File: src/rtl/rf_scoreboard_pkg.sv
// Shared constants, instruction field positions and FSM encoding for the
// register-file scoreboard.
package rf_scoreboard_pkg;

    localparam int NREG   = 8;
    localparam int SELW   = 3;

    localparam int RA_MSB = 13;
    localparam int RA_LSB = 11;
    localparam int RB_MSB = 10;
    localparam int RB_LSB = 8;

    typedef enum logic {
        RUN   = 1'b0,
        DRAIN = 1'b1
    } sb_state_e;

    function automatic logic [SELW-1:0] ra_field(input logic [15:0] ir);
        return ir[RA_MSB:RA_LSB];
    endfunction

    function automatic logic [SELW-1:0] rb_field(input logic [15:0] ir);
        return ir[RB_MSB:RB_LSB];
    endfunction

endpackage

File: src/rtl/rf_scoreboard_if.sv
// Issue / writeback / drain signal bundle between the pipeline (master) and
// the scoreboard (slave).
interface rf_scoreboard_if;
    import rf_scoreboard_pkg::*;

    logic            issue_valid;
    logic [15:0]     from_ir;
    logic            use_ra;
    logic            use_rb;
    logic            wr_en;
    logic [SELW-1:0] wr_sel;
    logic            issue_ack;
    logic            stall;
    logic            fwd_ra;
    logic            fwd_rb;
    logic            wb_valid;
    logic [SELW-1:0] wb_sel;
    logic [NREG-1:0] busy_mask;
    logic            drain_req;
    logic            drain_done;
    logic            wb_err;

    modport master (
        output issue_valid, from_ir, use_ra, use_rb, wr_en, wr_sel,
        output wb_valid, wb_sel, drain_req,
        input  issue_ack, stall, fwd_ra, fwd_rb, busy_mask, drain_done, wb_err
    );

    modport slave (
        input  issue_valid, from_ir, use_ra, use_rb, wr_en, wr_sel,
        input  wb_valid, wb_sel, drain_req,
        output issue_ack, stall, fwd_ra, fwd_rb, busy_mask, drain_done, wb_err
    );

endinterface

File: src/rtl/rf_sb_counter.sv
// Outstanding-write counter for one register. Increment at max and decrement
// at zero are both suppressed so the count never wraps.
module rf_sb_counter #(
    parameter int CNTW = 2
) (
    input  logic clk,
    input  logic rst,
    input  logic inc,
    input  logic dec,
    output logic is_zero,
    output logic is_one,
    output logic is_max,
    output logic next_zero
);

    logic [CNTW-1:0] cnt;
    logic [CNTW-1:0] cnt_next;
    logic            dec_ok;

    assign is_zero = (cnt == '0);
    assign is_one  = (cnt == CNTW'(1));
    assign is_max  = (cnt == {CNTW{1'b1}});
    assign dec_ok  = dec & ~is_zero;

    // Simultaneous inc and dec cancel; otherwise step in the guarded direction.
    always_comb begin
        cnt_next = cnt;
        if (inc && !dec_ok && !is_max) begin
            cnt_next = cnt + CNTW'(1);
        end else if (dec_ok && !inc) begin
            cnt_next = cnt - CNTW'(1);
        end
    end

    assign next_zero = (cnt_next == '0);

    // Counter register.
    always_ff @(posedge clk) begin
        if (rst) begin
            cnt <= '0;
        end else begin
            cnt <= cnt_next;
        end
    end

endmodule

File: src/rtl/rf_scoreboard.sv
// Register-file hazard controller: per-register in-flight write tracking,
// issue stall, same-cycle writeback bypass and a drain sequence for flush.
//
//  state | meaning
//  RUN   | normal issue; drain_req moves to DRAIN on the next edge
//  DRAIN | all issue stalled; leaves when every counter goes to zero,
//        | pulsing drain_done on the way out
module rf_scoreboard
    import rf_scoreboard_pkg::*;
#(
    parameter int CNTW      = 2,
    parameter bit BYPASS_EN = 1'b1
) (
    input logic            clk,
    input logic            rst,
    rf_scoreboard_if.slave sb
);

    sb_state_e       state;
    sb_state_e       state_next;
    logic            drain_done_next;

    logic [SELW-1:0] ra;
    logic [SELW-1:0] rb;
    logic            byp_a;
    logic            byp_b;
    logic            haz_a;
    logic            haz_b;
    logic            sat;
    logic            stall_int;
    logic            ack_int;

    logic [NREG-1:0] inc;
    logic [NREG-1:0] dec;
    logic [NREG-1:0] cnt_zero;
    logic [NREG-1:0] cnt_one;
    logic [NREG-1:0] cnt_max;
    logic [NREG-1:0] cnt_next_zero;

    logic            unused_ir;

    assign ra        = ra_field(sb.from_ir);
    assign rb        = rb_field(sb.from_ir);
    assign unused_ir = ^{sb.from_ir[15:14], sb.from_ir[7:0]};

    // Hazard, saturation and bypass decision for the instruction at issue.
    always_comb begin
        byp_a     = BYPASS_EN & sb.wb_valid & (sb.wb_sel == ra) & cnt_one[ra];
        byp_b     = BYPASS_EN & sb.wb_valid & (sb.wb_sel == rb) & cnt_one[rb];
        haz_a     = sb.use_ra & ~cnt_zero[ra] & ~byp_a;
        haz_b     = sb.use_rb & ~cnt_zero[rb] & ~byp_b;
        // A full counter can still take a new writer if it retires one this cycle.
        sat       = sb.wr_en & cnt_max[sb.wr_sel] &
                    ~(sb.wb_valid & (sb.wb_sel == sb.wr_sel));
        stall_int = sb.issue_valid & (haz_a | haz_b | sat | (state == DRAIN));
        ack_int   = sb.issue_valid & ~stall_int;
    end

    assign sb.stall     = stall_int;
    assign sb.issue_ack = ack_int;
    assign sb.fwd_ra    = ack_int & sb.use_ra & byp_a;
    assign sb.fwd_rb    = ack_int & sb.use_rb & byp_b;
    assign sb.busy_mask = ~cnt_zero;

    // Per-register increment on accepted writer, decrement on writeback.
    always_comb begin
        inc = '0;
        dec = '0;
        for (int r = 0; r < NREG; r++) begin
            inc[r] = ack_int & sb.wr_en & (sb.wr_sel == SELW'(r));
            dec[r] = sb.wb_valid & (sb.wb_sel == SELW'(r));
        end
    end

    for (genvar r = 0; r < NREG; r++) begin : g_cnt
        rf_sb_counter #(.CNTW(CNTW)) u_cnt (
            .clk       (clk),
            .rst       (rst),
            .inc       (inc[r]),
            .dec       (dec[r]),
            .is_zero   (cnt_zero[r]),
            .is_one    (cnt_one[r]),
            .is_max    (cnt_max[r]),
            .next_zero (cnt_next_zero[r])
        );
    end

    // Drain FSM next state; completion is judged on the post-edge counts.
    always_comb begin
        state_next      = state;
        drain_done_next = 1'b0;
        case (state)
            RUN: begin
                if (sb.drain_req) begin
                    state_next = DRAIN;
                end
            end
            DRAIN: begin
                if (&cnt_next_zero) begin
                    state_next      = RUN;
                    drain_done_next = 1'b1;
                end
            end
            default: state_next = RUN;
        endcase
    end

    // FSM state, drain_done pulse and sticky writeback error.
    always_ff @(posedge clk) begin
        if (rst) begin
            state         <= RUN;
            sb.drain_done <= 1'b0;
            sb.wb_err     <= 1'b0;
        end else begin
            state         <= state_next;
            sb.drain_done <= drain_done_next;
            if (sb.wb_valid && cnt_zero[sb.wb_sel]) begin
                sb.wb_err <= 1'b1;
            end
        end
    end

endmodule
File: src/flat_wrapper.sv
// flat-port wrapper written by rule: the top's interface ports become plain ports
module rf_scoreboard_flat import rf_scoreboard_pkg::*;
#(
    parameter int CNTW      = 2,
    parameter bit BYPASS_EN = 1'b1
)
  (clk, rst, sb_issue_valid, sb_from_ir, sb_use_ra, sb_use_rb, sb_wr_en, sb_wr_sel, sb_wb_valid, sb_wb_sel, sb_drain_req, sb_issue_ack, sb_stall, sb_fwd_ra, sb_fwd_rb, sb_busy_mask, sb_drain_done, sb_wb_err);
  rf_scoreboard_if sb_i ();
  input logic clk;
  input logic rst;
  input wire logic [$bits(sb_i.issue_valid)-1:0] sb_issue_valid;
  input wire logic [$bits(sb_i.from_ir)-1:0] sb_from_ir;
  input wire logic [$bits(sb_i.use_ra)-1:0] sb_use_ra;
  input wire logic [$bits(sb_i.use_rb)-1:0] sb_use_rb;
  input wire logic [$bits(sb_i.wr_en)-1:0] sb_wr_en;
  input wire logic [$bits(sb_i.wr_sel)-1:0] sb_wr_sel;
  input wire logic [$bits(sb_i.wb_valid)-1:0] sb_wb_valid;
  input wire logic [$bits(sb_i.wb_sel)-1:0] sb_wb_sel;
  input wire logic [$bits(sb_i.drain_req)-1:0] sb_drain_req;
  output wire logic [$bits(sb_i.issue_ack)-1:0] sb_issue_ack;
  output wire logic [$bits(sb_i.stall)-1:0] sb_stall;
  output wire logic [$bits(sb_i.fwd_ra)-1:0] sb_fwd_ra;
  output wire logic [$bits(sb_i.fwd_rb)-1:0] sb_fwd_rb;
  output wire logic [$bits(sb_i.busy_mask)-1:0] sb_busy_mask;
  output wire logic [$bits(sb_i.drain_done)-1:0] sb_drain_done;
  output wire logic [$bits(sb_i.wb_err)-1:0] sb_wb_err;
  assign sb_i.issue_valid = sb_issue_valid;
  assign sb_i.from_ir = sb_from_ir;
  assign sb_i.use_ra = sb_use_ra;
  assign sb_i.use_rb = sb_use_rb;
  assign sb_i.wr_en = sb_wr_en;
  assign sb_i.wr_sel = sb_wr_sel;
  assign sb_i.wb_valid = sb_wb_valid;
  assign sb_i.wb_sel = sb_wb_sel;
  assign sb_i.drain_req = sb_drain_req;
  assign sb_issue_ack = sb_i.issue_ack;
  assign sb_stall = sb_i.stall;
  assign sb_fwd_ra = sb_i.fwd_ra;
  assign sb_fwd_rb = sb_i.fwd_rb;
  assign sb_busy_mask = sb_i.busy_mask;
  assign sb_drain_done = sb_i.drain_done;
  assign sb_wb_err = sb_i.wb_err;
  rf_scoreboard #(.CNTW(CNTW), .BYPASS_EN(BYPASS_EN)) u_core (.clk(clk), .rst(rst), .sb(sb_i));
endmodule
File: config.mk
export PLATFORM = sky130hd
export DESIGN_NAME = rf_scoreboard_flat
export DESIGN_NICKNAME = d
export VERILOG_FILES = /design/src/rtl/rf_scoreboard_pkg.sv /design/src/rtl/rf_scoreboard_if.sv /design/src/rtl/rf_sb_counter.sv /design/src/rtl/rf_scoreboard.sv /design/src/flat_wrapper.sv
export SDC_FILE = /design/constraint.sdc
export NUM_CORES = 1
export LEC_CHECK = 0
export CORE_MARGIN = 2
export CORE_UTILIZATION = 47
export DETAILED_ROUTE_END_ITERATION = 10
export PLACE_DENSITY = 0.77
export SETUP_SLACK_MARGIN = 0.2
export SLEW_MARGIN = 30
export SYNTH_ARGS = -nofsm -noshare
export SYNTH_HDL_FRONTEND = slang
export SYNTH_SLANG_ARGS = --single-unit
File: constraint.sdc
create_clock -name clk -period 3.2 [get_ports clk]
set_clock_uncertainty 0.15 [all_clocks]
set_input_delay 0.32 -clock clk [delete_from_list [all_inputs] [get_ports clk]]
set_output_delay 0.32 -clock clk [all_outputs]
set_load 0.02 [all_outputs]
* After elaboration in Yosys (flattened, before gate mapping)
Cells that the tools add are included.
** Word-level totals
- Register bits :: 19
- Output and inout port bits :: 14
- Logic and storage cells :: 226
** Operators by class
- $add $sub $neg :: 16
- $lt $le $gt $ge :: 4
- Equality and inequality tests :: 33
- Multiplexer cells :: 32
- Bitwise logic cells :: 61
- Reduce and logical (&&, ||, !) cells :: 69
** Operators with widths (count)
- AND 1 bit :: 42
- zero test 2 bit :: 16
- two-way mux 2 bit :: 16
- logical AND 1 bit :: 25
- == test 3 bit, second input constant :: 8
- zero test 1 bit :: 24
- binary-select mux 1 bit (select 3 bit) :: 6
- adder 2 x 1 -> 2 bit, second input constant :: 8
- == test 2 x 1 -> 1 bit, second input constant :: 8
- == test 2 bit, second input constant :: 8
- < comparator 3 x 4 -> 1 bit, second input constant :: 4
- subtractor 2 x 1 -> 2 bit, second input constant :: 8
- inverter 1 bit :: 15
- == test 3 x 2 -> 1 bit, second input constant :: 4
- == test 3 bit :: 3
- two-way mux 1 bit :: 9
- inverter 8 bit :: 1
- AND reduction 8 bit :: 1
- == test 3 x 1 -> 1 bit, second input constant :: 2
- zero test 3 bit :: 2
- OR 1 bit :: 3
- case mux 1 bit (2 select lines) :: 1
- OR reduction 2 bit :: 1

* Depth between registers and ports, before layout
Gate-level depths: netlist of run 1.
- Word-level depth :: 22
- Depth in mapped cells :: 13
- Depth with buffers taken out :: 12

* Modules after synthesis
A second synthesis of run 1 with hierarchy kept.
** Second synthesis, totals
- Cells, all modules :: 263
- Area, all modules :: 2481.1 µm²
** By module, submodules not included
- rf_sb_counter :: times used 8, cells an instance 20, area an instance 203.9 µm², seq. area each 40.0 µm²
- rf_scoreboard :: times used 1, cells an instance 103, area an instance 849.6 µm², seq. area each 60.1 µm²

* Least setup slack after synthesis of run 1
OpenSTA, ideal clock, no wires.
- Path type :: reg-to-reg
- From :: register u_core.g_cnt[1].u_cnt.cnt[0]
- To :: register u_core.state
- Setup time :: 131 ps
- Arrival time :: 3222 ps
- Required time :: 2919 ps
- Slack :: -303 ps
- Stages on the path, launching flop included :: 12
- Path buffers :: 0
- Period minus slack after synthesis :: 3503 ps
- Cell sequence :: dfxtp_1 ha_1 mux4_2 nand2b_1 a41oi_2 nand3_4 nor3_4 nor2_2 o41a_1 or4_1 or4_1 nor3b_1
** On the way
- Cells in the longest elaborated chain, start to end :: 22
- Elaborated cells between the ends (all ways) :: 105
- Classes of those cells :: add/sub (2); eq/ne (2); mux (28); bitwise (29); reduce/logical (44)
** Ends and longest elaborated chain
- start: declaration :: RTL line rf_sb_counter.sv:16 : logic [CNTW-1:0] cnt;
- start signal: assignment :: RTL line rf_sb_counter.sv:42 : cnt <= cnt_next;
- == test 2 x 1 -> 1 bit or zero test 2 bit (tied branches) :: RTL line rf_sb_counter.sv:21, rf_sb_counter.sv:20
- binary-select mux 1 bit (select 3 bit) (on tied branches)
- two-way mux 1 bit (on tied branches)
- AND 1 bit (tied with other cells) :: RTL line rf_scoreboard.sv:48 : byp_a = BYPASS_EN & sb.wb_valid & (sb.wb_sel == ra) & cnt_one[ra];
- inverter 1 bit (tied with other cells) :: RTL line rf_scoreboard.sv:50 : haz_a = sb.use_ra & ~cnt_zero[ra] & ~byp_a;
- AND 1 bit (on tied branches) :: RTL line rf_scoreboard.sv:50, rf_scoreboard.sv:51
- OR 1 bit (3 in a row) :: RTL line rf_scoreboard.sv:55 : stall_int = sb.issue_valid & (haz_a | haz_b | sat | (state == DRAIN));
- AND 1 bit :: RTL line rf_scoreboard.sv:55
- [... 4 more ...]
- zero test 1 bit :: RTL line rf_sb_counter.sv:30 : end else if (dec_ok && !inc) begin
- logical AND 1 bit :: RTL line rf_sb_counter.sv:30
- two-way mux 2 bit :: RTL line rf_sb_counter.sv:30
- two-way mux 2 bit :: RTL line rf_sb_counter.sv:28 : if (inc && !dec_ok && !is_max) begin
- zero test 2 bit :: RTL line rf_sb_counter.sv:35 : assign next_zero = (cnt_next == '0);
- AND reduction 8 bit * :: RTL line rf_scoreboard.sv:99 : if (&cnt_next_zero) begin
- two-way mux 1 bit * :: RTL line rf_scoreboard.sv:99
- case mux 1 bit (2 select lines) * :: RTL line rf_scoreboard.sv:92 : case (state)
- end signal: assignment :: RTL line rf_scoreboard.sv:115 : state <= state_next;
- end: declaration :: RTL line rf_scoreboard.sv:19 : sb_state_e state;
Mark *: on every way between the ends. The rest lies on a longest branch, timed or not. The select of a mux whose other input is x is not followed.
A chain may end at the register's enable or synchronous reset.

* Worst setup path after layout of run 1
- From :: input sb_from_ir[12]
- To :: register u_core.state
** On the way
- Cells in the longest elaborated chain, start to end :: 21
- Elaborated cells between the ends (all ways) :: 85
- Classes of those cells :: eq/ne (1); mux (22); bitwise (21); reduce/logical (41)
** Ends and longest elaborated chain
- start: declaration :: RTL line flat_wrapper.sv:12 : input wire logic [$bits(sb_i.from_ir)-1:0] sb_from_ir;
- binary-select mux 1 bit (select 3 bit) (tied with other cells) :: RTL line rf_scoreboard.sv:50
- two-way mux 1 bit (not written as such) (tied with other cells) :: RTL line rf_scoreboard.sv:50
- inverter 1 bit or AND 1 bit (tied branches) :: RTL line rf_scoreboard.sv:50, rf_scoreboard.sv:48
- AND 1 bit or inverter 1 bit (tied branches) :: RTL line rf_scoreboard.sv:50
- AND 1 bit * :: RTL line rf_scoreboard.sv:50
- OR 1 bit * (3 in a row) :: RTL line rf_scoreboard.sv:55
- AND 1 bit * :: RTL line rf_scoreboard.sv:55
- inverter 1 bit * :: RTL line rf_scoreboard.sv:56 : ack_int = sb.issue_valid & ~stall_int;
- [... 3 more ...]
- zero test 1 bit :: RTL line rf_sb_counter.sv:30
- logical AND 1 bit :: RTL line rf_sb_counter.sv:30
- two-way mux 2 bit :: RTL line rf_sb_counter.sv:30
- two-way mux 2 bit :: RTL line rf_sb_counter.sv:28
- zero test 2 bit :: RTL line rf_sb_counter.sv:35
- AND reduction 8 bit * :: RTL line rf_scoreboard.sv:99
- two-way mux 1 bit * :: RTL line rf_scoreboard.sv:99
- case mux 1 bit (2 select lines) * :: RTL line rf_scoreboard.sv:92
Marks and branches as above.

==> results of run 1 <==
[flip-flops by register name, summed over array words and instances, names as in the netlist]
name                    count
u_core.state                1
u_core.sb.drain_done        1
u_core.g_cnt.u_cnt.cnt     16
u_core.sb.wb_err            1
[path summary, 6_finish.rpt]
path / start / end / slack, ps / depth (start not counted)
hold reg to reg: u_core.sb.wb_err / u_core.sb.wb_err / 340 / 2
setup reg to reg: u_core.g_cnt[7].u_cnt.cnt[1] / u_core.state / -700 / 14
hold / removal: u_core.sb.wb_err / u_core.sb.wb_err / 340 / 2
setup / recovery: sb_from_ir[12] / u_core.state / -710 / 13
[stage by stage]
step | cell area, µm² | setup slack, ps | hold WS, ps
floorplan | 2290 | -156 | 311
global placement | 3270 | -844 | 303
detailed placement | 3270 | -973 | 326
CTS | 3530 | -424 | 347
global route | 3670 | -738 | 371
finish | 3670 | -712 | 342
[logic make-up (layout without fill, tap and decap cells)]
| family | count (synthesis) | in the layout | share of synthesized area [%] |
|---|---|---|---|
| muxes | 19 | 19 | 15.1 |
| buffers and inverters | 38 | 159 | 7.01 |
| adders and majority gates | 24 | 24 | 13.7 |
| and+or+nand+nor | 100 | 101 | 25.5 |
| DFF | 19 | 19 | 17.3 |
| xor gates and xnor gates | 15 | 15 | 5.99 |
| AOI/OAI and AO/OA | 41 | 41 | 15.5 |
[cell type report]
cell class / count / share of cell area [%]
Clock inverter: 1 / 0.136
Clock buffer: 3 / 1.13
Sequential cell: 19 / 11.0
Inverter: 28 / 2.86
Multi-Input combinational cell: 200 / 54.5
Timing Repair Buffer: 127 / 28.6
Tap cell: 52 / 1.77
[metal layers]
metal | vias to the layer above | wire length (µm) | global-route usage, %
li1 | 1175 | - | -
met1 | 1251 | 3360 | 38.9
met2 | 195 | 4200 | 53.1
met3 | 77 | 843 | 7.36
met4 | 0 | 777 | 21.2
met5 | - | 0 | 0
[tightest hold or removal path, stage by stage, from the launching register on]
cell	delay [ps]
dfxtp_1	340
a21oi_1	40
nor2_1	70
[what timing repair did]
action	4_1_cts	5_1_grt
pin swaps	7	13
resized for setup	63	28
hold endpoints to repair	0	0
setup buffers	5	4
endpoints found under the setup margin	17	17
cloned	1	0
[power by group]
| group | leakage (nW) | total [W] | internal [W] | switching (W) |
|---|---|---|---|---|
| clock network | 0.0255 | 0.000194 | 0.0000875 | 0.000106 |
| logic | 1.31 | 0.000628 | 0.000314 | 0.000314 |
| registers | 0.162 | 0.000278 | 0.000259 | 0.0000190 |
[cell usage after synthesis (3+ instances only)]
cell and instances:
nor4_1 3, nor3_1 11, dfxtp_1 19, or4_1 3
buf_2 3, o31a_1 3, ha_1 24, nor2b_1 5
inv_1 28, and2_1 3, o31ai_1 4, nand2b_1 9
nand3_1 5, o21ai_0 6, nand4_1 3, nor2_1 35
nand2_1 5, a21oi_1 5, mux2i_1 6, xnor2_1 13
clkbuf_1 3, mux4_2 11, nand3b_1 3
[cell usage in the layout (no fill, tap or decap), types with 7 or more instances in the layout]
master	netlist	routed
nand2b_1	9	7
ha_1	24	8
nor2_1	35	31
dfxtp_2	0	12
buf_6	0	7
clkdlybuf4s50_1	0	24
mux4_2	11	11
buf_4	2	89
xnor2_1	13	13
inv_1	28	23
ha_2	0	10
==> reports/metrics.csv, run 1 <==
stage,metric,value,unit
timing,Rel. slew slack,43.6,%
cts,clk sinks,19,
timing,worst slew pin tran,844,ps
floorplanning,Die Y,72.3,µm
outcome,failing checks,negative setup slack,
floorplanning,die footprint,0.00523,mm²
cts,H-tree depth,1,
synth,dominant cell type by area after synthesis,dfxtp_1,
layout,fillcell total,233,
layout,layout cell share with drive strength beyond 1,49.7,%
timing,Final Cycle Share,122,%
critical_path,startpoint types,input port,
detailed_routing,initial drt markers,242,
detailed_routing,post-route ant nets,0,
floorplanning,Ports,44,
synth,"FF+latch count, synth",19,
layout,fin nets,433,
cts,CTS tree,yes,
timing,Final WS setup,-712,ps
layout,n_diodes,0,
timing,final max-slew violation count,0,
critical_path,Critical Path Sink Type,register,
synth,"Seq/Total Area, Yosys",17.3,%
synth,Post-synth EDFFs,0,
critical_path,WS Path Type,in -> reg,
placement,I/O Buffers,33,
cts,Worst-Skew Late Latency,280,ps
cts,CTS Buf Count,3,
detailed_routing,wire length per cell,21.3,µm
floorplanning,core area,0.00441,mm²
cts,Clock transition at path regs,90,ps
detailed_routing,vias post-DR,2698,
run,maxcap violations,0,
synth,"Net Count, Synth",310,
detailed_routing,DRT Pass-1 Iters,5,
layout,register area,403,µm²
timing,final setup fails,6,
critical_path,critical path cell sequence,clkdlybuf4s50_1 > mux4_2 > a22oi_2 > o311ai_4 > nand3_4 > buf_6 > buf_6 > o31ai_4 > a21boi_2 > a211o_1 > nand4_1 > or4_4 > nor3b_2,
synth,Async SR Flop Fraction,0,%
global_route,vias in the first global route,2677,
power,leakage,1.50,nW
timing,f_max,0.256,GHz
timing,Fin Setup TNS,-1730,ps
synth,Cells after Synth,256,
layout,final design utilization,83.1,%
global_route,gr usage total,32.8,%
detailed_routing,final wirelength,9170,µm
placement,GPL Wtd Cong,0.923,
critical_path,family with the most delay on the worst path,compound AO/OA/AOI/OAI gates,
power,Final Power,0.00110,W
min_path,worst min-delay path class,reg -> reg,
power,pwr dens,300,mW/mm²
timing,min Tclk post-route,3910,ps
critical_path,peak per-stage delay on the critical path,650,ps
detailed_routing,Via density,6.27,
critical_path,slowest CP cell,clkdlybuf4s50_1,
synth,count of cell types in the netlist,56,
layout,Final Non-Filler Cells,430,
cts,CTS Buffer Depth,2,
critical_path,WP data required,3190,ps
synth,synth warn,0,
synth,"Cell Area, Synth",0.00219,mm²
global_route,gr ovfl total,0,
synth,"top cells by area, synth","dfxtp_1, ha_1, mux4_2, nor2_1, xnor2_1",
floorplanning,Rows,24,
critical_path,"critical path fanouts, max",7,
timing,Fin. Hold Viols,0,
synth,Synth top area share,17.3,%
critical_path,cell mode on critical path,buf_6,
floorplanning,Starting Density,49.7,%
power,worst vdd ir,0.225,mV
layout,Multi-input gate area,0.00200,mm²
critical_path,Critical Path AT,3900,ps
layout,Syn-to-layout area delta,67.2,%
detailed_routing,DRC,0,
floorplanning,die width,72.3,µm
placement,dpl cells,416,
cts,clock root buffer,clkbuf_8,
synth,Post-Syn Area per Cell,8.57,µm²
global_route,largest net degree at the start of global routing,20,
outcome,outcome,finished with violations,
synth,top_reg_cell synth,dfxtp_1,
global_route,antenna violations before repair,0,
global_route,first-pass GRT wire length,13200,µm
cts,Hold Buf Count CTS,0,
placement,HPWL after detailed placement,5550,µm
timing,RSZ-0062 raised after global routing,yes,
critical_path,CP bufs+invs,3,
Power figures use the tool's default switching activity.
==> run 2, diff against run 1 <==
--- a/config.mk
+++ b/config.mk
@@ -8,9 +8,11 @@
 export CORE_MARGIN = 2
 export CORE_UTILIZATION = 47
 export DETAILED_ROUTE_END_ITERATION = 10
+export GPL_ROUTABILITY_DRIVEN = 0
 export PLACE_DENSITY = 0.77
 export SETUP_SLACK_MARGIN = 0.2
 export SLEW_MARGIN = 30
 export SYNTH_ARGS = -nofsm -noshare
 export SYNTH_HDL_FRONTEND = slang
 export SYNTH_SLANG_ARGS = --single-unit
+export TNS_END_PERCENT = 1
==> run 2 against run 1 <==
  * The run still ends with negative setup slack left
  * Flip-flop and latch count unchanged
  * Wire length increased by 15%
  * Die area unchanged
  * Clock power decreased by 4%
  * Highest routed layer unchanged
==> reports/metrics.csv, run 2 (synthesized netlist as in run 1, its figures left out) <==
stage,metric,value,unit,change
outcome,outcome,finished with violations,,unchanged
outcome,failing checks,negative setup slack,,unchanged
timing,final setup fails,5,,was 6
floorplanning,Rows,24,,unchanged
global_route,gr ovfl total,0,,unchanged
timing,Rel. slew slack,40.5,%,was 43.6%
global_route,gr usage total,35.7,%,was 32.8%
critical_path,startpoint types,register,,was input port
detailed_routing,DRC,0,,unchanged
cts,CTS Buf Count,3,,unchanged
layout,n_diodes,0,,unchanged
timing,Final Cycle Share,121,%,was 122%
critical_path,FF-to-FF End,u_core.state,,unchanged
placement,HPWL after detailed placement,5990,µm,was 5550 µm
floorplanning,Die Y,72.3,µm,unchanged
critical_path,Critical Path AT,3860,ps,was 3900 ps
critical_path,"critical path fanouts, max",6,,was 7
critical_path,peak per-stage delay on the critical path,530,ps,was 650 ps
placement,"Cell Area, Placed",0.00326,mm²,was 0.00327 mm²
critical_path,worst reg2reg path startpoint,u_core.g_cnt[3].u_cnt.cnt[1],,was u_core.g_cnt[7].u_cnt.cnt[1]
critical_path,slowest CP cell,or4_4,,was clkdlybuf4s50_1
cts,clock root buffer,clkbuf_8,,unchanged
layout,Syn-to-layout area delta,69.9,%,was 67.2%
critical_path,WS Path Type,reg -> reg,,was in -> reg
cts,H-tree depth,1,,unchanged
detailed_routing,DRT Pass-1 Iters,8,,was 5
detailed_routing,final wirelength,10500,µm,was 9170 µm
layout,max reg flops,16,,unchanged
cts,clk sinks,19,,unchanged
detailed_routing,initial drt markers,415,,was 242
placement,"worst slack, placed",-1000,ps,was -973 ps
power,leakage,1.53,nW,was 1.50 nW
layout,finished layout cell area,0.00373,mm²,was 0.00367 mm²
cts,CTS tree,yes,,unchanged
global_route,largest net degree at the start of global routing,20,,unchanged
min_path,Min-Delay Endpoint,u_core.sb.wb_err,,unchanged
cts,Hold Buf Count CTS,0,,unchanged
cts,Clock transition at path regs,90,ps,about the same
detailed_routing,post-route ant nets,0,,unchanged
floorplanning,die footprint,0.00523,mm²,unchanged
timing,Final WS setup,-673,ps,was -712 ps
global_route,vias in the first global route,2808,,was 2677
floorplanning,core area,0.00441,mm²,unchanged
detailed_routing,wire length per cell,24.6,µm,was 21.3 µm
min_path,Worst Hold Depth,2,,unchanged
critical_path,R2R depth,13,,was 14
critical_path,critical path cell sequence,inv_2 > ha_1 > mux4_2 > a22oi_2 > o311ai_4 > nand3_4 > buf_8 > nor4b_4 > a211oi_2 > a31o_2 > or4_4 > or4_4 > nor3b_2,,was clkdlybuf4s50_1 > mux4_2 > a22oi_2 > o311ai_4 > nand3_4 > buf_6 > buf_6 > o31ai_4 > a21boi_2 > a211o_1 > nand4_1 > or4_4 > nor3b_2
layout,"most common cell after layout, fill and taps aside",buf_4,,unchanged
floorplanning,Ports,44,,unchanged
critical_path,Critical Path Sink Type,register,,unchanged
timing,final max-slew violation count,0,,unchanged
min_path,worst min-delay path class,reg -> reg,,unchanged
floorplanning,die width,72.3,µm,unchanged
timing,RSZ-0062 raised after global routing,yes,,unchanged
layout,final design utilization,84.5,%,was 83.1%
global_route,first-pass GRT wire length,14300,µm,was 13200 µm
layout,layout cell share with drive strength beyond 1,49.7,%,about the same
cts,Worst-Skew Late Latency,270,ps,was 280 ps
layout,most frequent cells in the layout,"buf_4, nor2_1, clkdlybuf4s50_1, inv_1, mux4_2",,"was buf_4, nor2_1, clkdlybuf4s50_1, inv_1, xnor2_1"
critical_path,R2R Setup Slk,-670,ps,was -700 ps
layout,fin nets,431,,was 433
global_route,antenna violations before repair,0,,unchanged
critical_path,cell mode on critical path,or4_4,,was buf_6
run,maxcap violations,0,,unchanged
detailed_routing,Via density,6.82,,was 6.27
power,worst vdd ir,0.241,mV,was 0.225 mV
timing,f_max,0.258,GHz,was 0.256 GHz
timing,worst slew pin tran,886,ps,was 844 ps
timing,min Tclk post-route,3870,ps,was 3910 ps
critical_path,WP data required,3180,ps,was 3190 ps
min_path,min-delay src,u_core.sb.wb_err,,unchanged
cts,CTS Buffer Depth,2,,unchanged
placement,I/O Buffers,33,,unchanged
timing,Fin. Hold Viols,0,,unchanged
detailed_routing,vias post-DR,2919,,was 2698
floorplanning,Starting Density,49.7,%,unchanged
power,pwr dens,302,mW/mm²,was 300 mW/mm²
layout,Largest Register,u_core.g_cnt.u_cnt.cnt,,unchanged
run 2: changes by cell type in the layout (fill, tap and decap cells not counted), sizes merged:
cell,change
buf,-3
clkbuf,+2
clkdlybuf4s15,-1
clkdlybuf4s50,-1
dlygate4sd2,+1
dlymetal6s2s,+1
nand3,-1
run 2: worst max-delay path by stage:
stage / from / endpoint / slack (ps) / depth (start not counted)
6_report: u_core.g_cnt[3].u_cnt.cnt[1] / u_core.state / -670 / 13
5_1_grt: u_core.g_cnt[3].u_cnt.cnt[1] / u_core.state / -760 / 13
2_1_floorplan: u_core.g_cnt[0].u_cnt.cnt[1] / u_core.state / -160 / 11
3_5_place_dp: sb_from_ir[11] / u_core.state / -1000 / 11
4_1_cts: u_core.g_cnt[5].u_cnt.cnt[0] / u_core.state / -520 / 12
3_3_place_gp: sb_from_ir[11] / u_core.state / -840 / 11
run 2: worst max-delay path, delay by kind of cell, from the launching register on:
family	cells	cell delay, ps
and+or+nand+nor	5	1660
AOI/OAI and AO/OA	4	770
adders and majority gates	1	240
buffers and inverters	2	250
muxes	1	310
DFF	1	360
run 2: final cells by class:
class / instances / area (µm²)
multi-input cells: 199 / 2050
repair buffers: 126 / 1060
fillers: 214 / 686
flip-flops and latches: 19 / 403
inverters: 28 / 108
well taps: 52 / 65.1
clock buffers: 3 / 41.3
clock inverters: 1 / 5.00
run 2: routing by layer:
metal	GRT usage, %	part of all wire, %	vias to the layer above
li1	-	-	1170
met4	21.4	9.3	0
met2	61.0	45	294
met1	41.9	34	1341
met3	5.83	12	114
met5	0	0	-
run 2: what timing repair did:
item | in CTS | in global routing
resized for setup | 54 | 34
pin swaps | 13 | 15
endpoints found under the hold margin | 0 | 0
setup endpoints to repair | 19 | 18
setup buffers | 7 | 3
run 2: per-stage QoR:
step           hold slack, ps  setup TNS [ps]  instances  power, W
3_3_place_gp              304           -4460        414  0.000769
3_5_place_dp              318           -6630        414  0.000787
5_1_grt                   383           -1750        428   0.00116
2_1_floorplan             311            -169        256  0.000540
6_report                  346           -1310        428   0.00113
4_1_cts                   341           -1280        425   0.00103
run 2: power breakdown:
group	switching, W	total (W)	internal [W]
clock network	0.0000985	0.000186	0.0000871
logic	0.000335	0.000660	0.000325
registers	0.0000235	0.000282	0.000259
total	0.000457	0.00113	0.000671
==> run 3, diff against run 2 <==
--- a/config.mk
+++ b/config.mk
@@ -11,6 +11,7 @@
 export GPL_ROUTABILITY_DRIVEN = 0
 export PLACE_DENSITY = 0.77
 export SETUP_SLACK_MARGIN = 0.2
+export SKIP_CTS_REPAIR_TIMING = 1
 export SLEW_MARGIN = 30
 export SYNTH_ARGS = -nofsm -noshare
 export SYNTH_HDL_FRONTEND = slang
==> run 3 against run 2 <==
  * The run still ends with negative setup slack left
  * Wire length down 18%
  * Power down 4.8%
  * Maximum frequency up 0.26%
  * Via count down 7.7%
  * Global-route usage down 6.6 points
  * Die area unchanged
  * Cell area down 3.7%
  * Sequential share of layout area up 0.27 points
  * Critical path type unchanged
  * Largest cell class unchanged
==> reports/metrics.csv, run 3 (synthesized netlist as in run 1, its figures left out) <==
stage,metric,value,unit,change
layout,most frequent cells in the layout,"buf_4, nor2_1, inv_1, clkdlybuf4s50_1",,"was buf_4, nor2_1, clkdlybuf4s50_1, inv_1, mux4_2"
detailed_routing,wire length per cell,20.5,µm,was 24.6 µm
detailed_routing,DRT Pass-1 Iters,5,,was 8
layout,layout cell share with drive strength beyond 1,46.2,%,was 49.7%
global_route,gr ovfl total,0,,unchanged
floorplanning,die footprint,0.00523,mm²,unchanged
placement,"worst slack, placed",-1000,ps,unchanged
critical_path,Critical Path Sink Type,register,,unchanged
detailed_routing,post-route ant nets,0,,unchanged
timing,Fin. Hold Viols,0,,unchanged
timing,Rel. slew slack,47.0,%,was 40.5%
timing,Hold Slack,342,ps,was 346 ps
detailed_routing,DRC,0,,unchanged
global_route,gr usage total,29.1,%,was 35.7%
critical_path,Critical Path AT,3840,ps,was 3860 ps
detailed_routing,initial drt markers,355,,was 415
global_route,vias in the first global route,2484,,was 2808
outcome,outcome,finished with violations,,unchanged
placement,dpl cells,414,,unchanged
placement,HPWL after detailed placement,5990,µm,unchanged
power,leakage,1.53,nW,about the same
cts,CTS Buffer Depth,2,,unchanged
timing,RSZ-0062 raised after global routing,yes,,unchanged
cts,Worst-Skew Late Latency,270,ps,about the same
critical_path,"critical path fanouts, max",6,,unchanged
timing,final setup fails,3,,was 5
run,maxcap violations,0,,unchanged
global_route,antenna violations before repair,0,,unchanged
layout,fin nets,425,,was 431
floorplanning,Ports,44,,unchanged
timing,min Tclk post-route,3860,ps,was 3870 ps
global_route,largest net degree at the start of global routing,20,,unchanged
floorplanning,Starting Density,49.7,%,unchanged
timing,Final Cycle Share,121,%,about the same
critical_path,family with the most delay on the worst path,simple AND/OR/NAND/NOR gates,,unchanged
layout,Syn-to-layout area delta,63.6,%,was 69.9%
critical_path,critical path cell sequence,ha_2 > mux4_2 > nand2b_4 > a41oi_4 > nand3_4 > nor3_4 > nor2_2 > o41a_1 > or4_4 > or4_4 > nor3b_2,,was inv_2 > ha_1 > mux4_2 > a22oi_2 > o311ai_4 > nand3_4 > buf_8 > nor4b_4 > a211oi_2 > a31o_2 > or4_4 > or4_4 > nor3b_2
cts,Clock transition at path regs,90,ps,about the same
outcome,failing checks,negative setup slack,,unchanged
cts,clock root buffer,clkbuf_8,,unchanged
critical_path,slowest CP cell,or4_4,,unchanged
floorplanning,Die Y,72.3,µm,unchanged
detailed_routing,final wirelength,8640,µm,was 10500 µm
layout,fillcell total,239,,was 214
placement,I/O Buffers,33,,unchanged
power,worst vdd ir,0.272,mV,was 0.241 mV
timing,final max-slew violation count,0,,unchanged
layout,n_diodes,0,,unchanged
timing,Fin Setup TNS,-1230,ps,was -1310 ps
floorplanning,Rows,24,,unchanged
floorplanning,core area,0.00441,mm²,unchanged
layout,max reg flops,16,,unchanged
critical_path,CP bufs+invs,0,,was 2
timing,Final WS setup,-663,ps,was -673 ps
layout,Largest Register,u_core.g_cnt.u_cnt.cnt,,unchanged
min_path,worst min-delay path class,reg -> reg,,unchanged
detailed_routing,Via density,6.38,,was 6.82
critical_path,cell mode on critical path,or4_4,,unchanged
cts,CTS Buf Count,3,,unchanged
layout,"most common cell after layout, fill and taps aside",buf_4,,unchanged
cts,H-tree depth,1,,unchanged
timing,worst slew pin tran,793,ps,was 886 ps
layout,Final Non-Filler Cells,422,,was 428
critical_path,startpoint types,register,,unchanged
timing,f_max,0.259,GHz,was 0.258 GHz
critical_path,WS Path Type,reg -> reg,,unchanged
cts,CTS tree,yes,,unchanged
cts,clk sinks,19,,unchanged
critical_path,WP data required,3180,ps,about the same
detailed_routing,vias post-DR,2693,,was 2919
floorplanning,die width,72.3,µm,unchanged
global_route,first-pass GRT wire length,11800,µm,was 14300 µm
power,pwr dens,299,mW/mm²,was 302 mW/mm²
critical_path,peak per-stage delay on the critical path,540,ps,was 530 ps
run 3: cell count changes in the layout (fill, tap and decap cells not counted), sizes merged:
cell	previous run	this run
buf	94	89
dlygate4sd2	5	0
dlymetal6s2s	2	7
clkbuf	5	3
nand3	6	7
run 3: final cells by class:
type,instances,area [µm²],share of cell area [%]
clock buffers,3,41.3,1.15
clock inverters,1,5.00,0.139
inverters,28,105,2.93
multi-input cells,200,1980,55.1
flip-flops and latches,19,398,11.1
well taps,52,65.1,1.81
repair buffers,119,1000,27.8
run 3: worst register-to-register path, stage by stage, from the launching register on:
cell      delay (ps)
dfxtp_2          360
ha_2             190
mux4_2           450
nand2b_4         170
a41oi_4          340
nand3_4          240
nor3_4           280
nor2_2            70
o41a_1           330
or4_4            540
or4_4            440
nor3b_2          180
run 3: final timing paths:
check             cells past startpoint               end                          from  slack, ps
setup / recovery                     11      u_core.state  u_core.g_cnt[1].u_cnt.cnt[0]       -660
hold / removal                        2  u_core.sb.wb_err              u_core.sb.wb_err        340
setup reg to reg                     11      u_core.state  u_core.g_cnt[1].u_cnt.cnt[0]       -660
hold reg to reg                       2  u_core.sb.wb_err              u_core.sb.wb_err        340
run 3: where the power goes:
| group | switching, W | total [W] | leakage [nW] | internal (W) |
|---|---|---|---|---|
| Clock | 0.0000994 | 0.000187 | 0.0255 | 0.0000872 |
| Combinational | 0.000305 | 0.000612 | 1.34 | 0.000307 |
| Sequential | 0.0000181 | 0.000275 | 0.160 | 0.000257 |
| Total | 0.000423 | 0.00107 | 1.53 | 0.000651 |
run 3: through the flow:
| step | cell area, µm² | power [W] | utilization [%] |
|---|---|---|---|
| after floorplan | 2290 | 0.000540 | - |
| after global placement | 3260 | 0.000769 | 73.9 |
| after detailed placement | 3260 | 0.000787 | 73.9 |
| after CTS | 3310 | 0.000965 | 75.0 |
| after global routing | 3590 | 0.00111 | 81.3 |
| final | 3590 | 0.00107 | 81.3 |
run 3: routing by layer:
layer	routed length, µm	global-route usage, %	part of all wire (%)	up-vias
met3	747	3.19	8.6	52
li1	-	-	-	1165
met2	4220	51.8	49	212
met1	3200	35.9	37	1264
met4	469	11.3	5.4	0
met5	0	0	0	-
